**config.mk**
```make
export PLATFORM = sky130hd
export DESIGN_NAME = jk_drive_ctrl
export DESIGN_NICKNAME = d
export VERILOG_FILES = /design/src/rtl/jk_pkg.sv /design/src/rtl/jk_excite.sv /design/src/rtl/jk_drive_ctrl.sv
export SDC_FILE = /design/constraint.sdc
export NUM_CORES = 1
export LEC_CHECK = 0
export CORE_MARGIN = 1.5
export CORE_UTILIZATION = 46
export CTS_CLUSTER_SIZE = 28
export DETAILED_ROUTE_END_ITERATION = 8
export PLACE_DENSITY = 0.8
export SLEW_MARGIN = 20
export SYNTH_ARGS = -nofsm -noshare
export SYNTH_HDL_FRONTEND = slang
export SYNTH_SLANG_ARGS = --single-unit
export TNS_END_PERCENT = 5
```
**constraint.sdc**
```tcl
create_clock -name clk -period 1.8 [get_ports clk]
set_input_delay 0.18 -clock clk [delete_from_list [all_inputs] [get_ports clk]]
set_output_delay 0.18 -clock clk [all_outputs]
set_load 0.005 [all_outputs]
```
**src/rtl/jk_pkg.sv**
```systemverilog
`default_nettype none
// +---------------------------------------------------------------+
// | jk_pkg : JK bus codes and controller state encoding            |
// | Rev 1.0                                                        |
// +---------------------------------------------------------------+
package jk_pkg;

   localparam logic [1:0] JK_HOLD   = 2'b00;
   localparam logic [1:0] JK_RESET  = 2'b01;
   localparam logic [1:0] JK_SET    = 2'b10;
   localparam logic [1:0] JK_TOGGLE = 2'b11;

   typedef enum logic [1:0] {
      ST_INIT  = 2'd0,
      ST_DRIVE = 2'd1,
      ST_CHECK = 2'd2,
      ST_IDLE  = 2'd3
   } state_t;

endpackage
`default_nettype wire

```
**src/rtl/jk_excite.sv**
```systemverilog
`default_nettype none
// +---------------------------------------------------------------+
// | jk_excite : minimal JK excitation for one lane (shadow -> tgt) |
// | Rev 1.0                                                        |
// +---------------------------------------------------------------+
module jk_excite
   import jk_pkg::*;
#(
   parameter int PREFER_TOGGLE = 0
) (
   input  logic       q,
   input  logic       t,
   output logic [1:0] jk
);

   always_comb begin
      if (q == t)
         jk = JK_HOLD;
      else if (PREFER_TOGGLE != 0)
         jk = JK_TOGGLE;
      else if (t)
         jk = JK_SET;
      else
         jk = JK_RESET;
   end

endmodule
`default_nettype wire

```
**src/rtl/jk_drive_ctrl.sv**
```systemverilog
`default_nettype none
// +---------------------------------------------------------------+
// | jk_drive_ctrl : loads target values into an external JK flop   |
// | bank with one-cycle excitation and Q feedback checking.        |
// | Rev 1.0                                                        |
// +---------------------------------------------------------------+
module jk_drive_ctrl
   import jk_pkg::*;
#(
   parameter int N             = 4,
   parameter int PREFER_TOGGLE = 0,
   parameter int CHECK_EN      = 1
) (
   input  logic           clk,
   input  logic           rst_n,
   input  logic           tgt_valid,
   output logic           tgt_ready,
   input  logic [N-1:0]   tgt_data,
   output logic [2*N-1:0] jk,
   input  logic [N-1:0]   q_fb,
   output logic           busy,
   output logic           done,
   output logic           err,
   output logic [N-1:0]   err_lanes,
   input  logic           err_clr
);

   state_t         r_state;
   state_t         w_state_nxt;
   logic           r_init_drv;
   logic           r_xfer;
   logic [N-1:0]   r_exp_q;
   logic [N-1:0]   w_mismatch;
   logic [2*N-1:0] w_code;
   logic           w_accept;

   for (genvar gi = 0; gi < N; gi++) begin : g_lane
      jk_excite #(.PREFER_TOGGLE(PREFER_TOGGLE)) u_excite (
         .q  (r_exp_q[gi]),
         .t  (tgt_data[gi]),
         .jk (w_code[2*gi+1:2*gi])
      );
   end

   always_ff @(posedge clk or negedge rst_n) begin
      if (!rst_n)
         r_state <= ST_INIT;
      else
         r_state <= w_state_nxt;
   end

   // INIT spends one cycle driving reset codes and one cycle settling before CHECK
   always_comb begin
      w_state_nxt = r_state;
      case (r_state)
         ST_INIT:  if (r_init_drv) w_state_nxt = ST_CHECK;
         ST_IDLE:  if (tgt_valid)  w_state_nxt = ST_DRIVE;
         ST_DRIVE: w_state_nxt = ST_CHECK;
         ST_CHECK: w_state_nxt = ST_IDLE;
         default:  w_state_nxt = ST_INIT;
      endcase
   end

   always_comb begin
      tgt_ready  = (r_state == ST_IDLE);
      busy       = (r_state != ST_IDLE);
      w_accept   = tgt_ready & tgt_valid;
      w_mismatch = ((r_state == ST_CHECK) && (CHECK_EN != 0)) ? (q_fb ^ r_exp_q) : '0;
   end

   always_ff @(posedge clk or negedge rst_n) begin
      if (!rst_n) begin
         jk         <= '0;
         r_exp_q    <= '0;
         r_init_drv <= 1'b0;
         r_xfer     <= 1'b0;
         done       <= 1'b0;
         err        <= 1'b0;
         err_lanes  <= '0;
      end else begin
         done      <= (r_state == ST_CHECK) && r_xfer;
         // a fresh mismatch survives a simultaneous clear
         err_lanes <= (err_clr ? '0 : err_lanes) | w_mismatch;
         err       <= (err_clr ? 1'b0 : err) | (|w_mismatch);
         case (r_state)
            ST_INIT: begin
               r_exp_q    <= '0;
               r_xfer     <= 1'b0;
               r_init_drv <= 1'b1;
               jk         <= r_init_drv ? '0 : {N{JK_RESET}};
            end
            ST_IDLE: begin
               if (w_accept) begin
                  jk      <= w_code;
                  r_exp_q <= tgt_data;
                  r_xfer  <= 1'b1;
               end
            end
            ST_DRIVE: jk <= '0;
            ST_CHECK: begin
               jk         <= '0;
               r_xfer     <= 1'b0;
               r_init_drv <= 1'b0;
               if (|w_mismatch)
                  r_exp_q <= q_fb;
            end
            default: jk <= '0;
         endcase
      end
   end

endmodule
`default_nettype wire

```
==> summary.md <==
| Metric | Value |
|---|---|
| Top Ports | 28 |
| Type of the worst setup path | reg -> out |
| Final GP Congestion | 0.797 |
| Cell type with the largest total area after synthesis | dfrtp_1 |
| Synth top area cells | dfrtp_1, nand3b_1, a21oi_1 |
| Status | complete, no violations |
| Post-route setup TNS | 0 ns |
| R2r worst-path depth | 4 |
| R2R Path End | r_exp_q[3] |
| Via-to-Cell Ratio | 5.44 |
| Insertion delay of the later-clocked pin in the worst-skew pair | 0.30 ns |
| Synthesized area | 1010 sq um |
| Most common cell after layout, fill and taps aside | clkdlybuf4s50_1 |
| Area grow syn2layout | 32.4% |
| Post-synth cell types | 22 |
| CTS root buf | clkbuf_4 |
| Startpoint Class | register |
| Syn Inst Count | 95 |
| Final nets | 137 |
| Fin. max-slew vios | 0 |
| Critical Path Sink Type | output port |
| Final Setup Violations | 0 |
| Ys async rst share | 1.00 |
| Resize count post-CTS | 1 |
| Yosys reg bits | 22 |
| Die boundary height | 49.9 microns |
| Placement Setup Slack | 0.0881 ns |
| Layout cells sized above 1 | 0.105 |
| Hold Crit Class | in -> async |
| Worst-margin pin slew | 0.354 ns |
| Post-synth top area share | 0.544 |
| Post-route DRC | 0 |
| Mapped Nets | 107 |
| Final min period | 1.72 ns |
| Dominant synthesized flop cell | dfrtp_1 |
| PortBufs | 27 |
| TritonRoute pass-1 iters | 4 |
| Crit path arrival time | 1.54 ns |
| CTS tree | built |
| Vias in the first global route | 794 |
| Worst-case clock buffer depth | 2 |
| Non-Filler Instances | 151 |
| Slack of the critical path | 0.0786 ns |
| Cts hold-fix bufs | 0 |
| Postcts setup bufs | 0 |
| Pwr Total | 0.00210 W |
| Reg2reg setup slack | 0.22 ns |
| DIE AREA | 2490 sq um |
| Inserted Clock Buffers | 3 |
| Die Width | 49.9 microns |
| RR Startpoint | r_exp_q[0] |
| Vias | 822 |
| Peak supply drop | 1.05 mV |
| Clk sink count | 22 |
| Core area | 2020 sq um |
| Wire length per cell after detailed routing | 13.9 microns |
| Critical path data required time | 1.62 ns |
| Power per cell area | 1570 nW/um^2 |
| H-tree levels | 1 |
| Post-synth EDFFs | 0 |
| Largest net degree at the start of global routing | 23 |
| Initial antenna violation count | 0 |
| Relative slew slack | 0.763 |
| Synthesized area per cell | 10.7 sq um |
| Initial Util | 0.501 |
| RSZ-0062 raised after global routing | false |
| Gr ovfl total | 0 |
| Global-route wire length before repair | 3660 microns |
| Gr usage total | 0.192 |
| Yosys warns | 0 |
| Clock Skews | 0.00170 ns |
| Initial DRC Count | 20 |
| Worst-path fanout max | 11 |
| Clk pin slew, worst setup/hold paths | 0.12 ns |
| Post-DRT Antenna Nets | 0 |
| Fmax | 581 MHz |
| DRT Wirelength | 2110 microns |
| Seq/Total Area, Yosys | 0.544 |
| DPL Wire Length | 1550 microns |
| Period utilization | 0.956 |
| # rows | 16 |
| Leading cell types in the layout, fill and taps excluded | clkdlybuf4s50_1, dfrtp_1, a21oi_1 |
| Leakage | 0.566 nW |
| Max Cap Viol | 0 |
| Hold Fails Final Rpt | 0 |
| Diode count | 0 |
| Placed insts | 147 |
==> cells in the mapped netlist, drive strengths merged, types with 2 or more instances <==
| cell type | number |
|---|---|
| nor2 | 8 |
| o2bb2ai | 4 |
| nand2 | 8 |
| nand2b | 6 |
| a21oi | 9 |
| a21boi | 5 |
| buf | 3 |
| nand3b | 8 |
| clkbuf | 2 |
| nand3 | 4 |
| inv | 3 |
| a221o | 4 |
| xnor2 | 4 |
| dfrtp | 22 |
==> worst max path at each step <==
stage               start         end  slack (ns)  cells after the start
6_report       r_state[1]        busy        0.08                      3
5_1_grt        r_state[1]        busy        0.02                      3
4_1_cts        r_state[0]   tgt_ready        0.03                      3
3_5_place_dp      q_fb[0]  r_exp_q[3]        0.09                      5
3_3_place_gp      q_fb[1]  r_exp_q[0]        0.11                      5
2_1_floorplan  r_exp_q[3]  r_exp_q[2]        0.45                      4
==> worst max-delay path, stage by stage, from the launching register on <==
cell	delay [ns]
dfrtp_2	0.51
nand2_2	0.10
buf_4	0.14
clkdlybuf4s50_1	0.50
==> flip-flops by register name, summed over array words and instances, names as in the netlist <==
register    cells
err             1
done            1
err_lanes       4
r_state         2
r_init_drv      1
jk              8
r_exp_q         4
r_xfer          1
==> power by group <==
part	switching (W)	internal, W
sequential	0.000198	0.000708
combinational	0.000387	0.000540
clock	0.000143	0.000123
total	0.000728	0.00137
==> area by class of cell <==
cell class / instances / area [sq um]
clock buffer: 4 / 36.3
fill: 159 / 682
inverter: 3 / 11.3
multi-input combinational: 65 / 413
sequential: 22 / 553
tap: 27 / 33.8
timing repair buffer: 30 / 293
==> cells by family (layout without fill, tap and decap cells) <==
| family | Yosys count | in the layout | share of synthesized area |
|---|---|---|---|
| and+or+nand+nor | 37 | 37 | 0.205 |
| AOI/OAI and AO/OA | 24 | 24 | 0.168 |
| DFF | 22 | 22 | 0.544 |
| xor gates and xnor gates | 4 | 4 | 0.0346 |
| buffers and inverters | 8 | 37 | 0.0482 |
==> stage by stage <==
stage               cell area (sq um)   util  hold WS (ns)
floorplan                        1010      -        -0.116
global placement                 1300  0.644         0.471
detailed placement               1300  0.644         0.476
CTS                              1340  0.662         0.219
global route                     1340  0.663         0.238
finish                           1340  0.663         0.215
==> metal layers <==
metal,GRT usage,part of all wire
met1,0.270,0.49
met2,0.302,0.47
met3,0.0273,0.028
met4,0.0694,0.010
met5,0,0
Note: power is estimated with default switching activity, not from simulation.
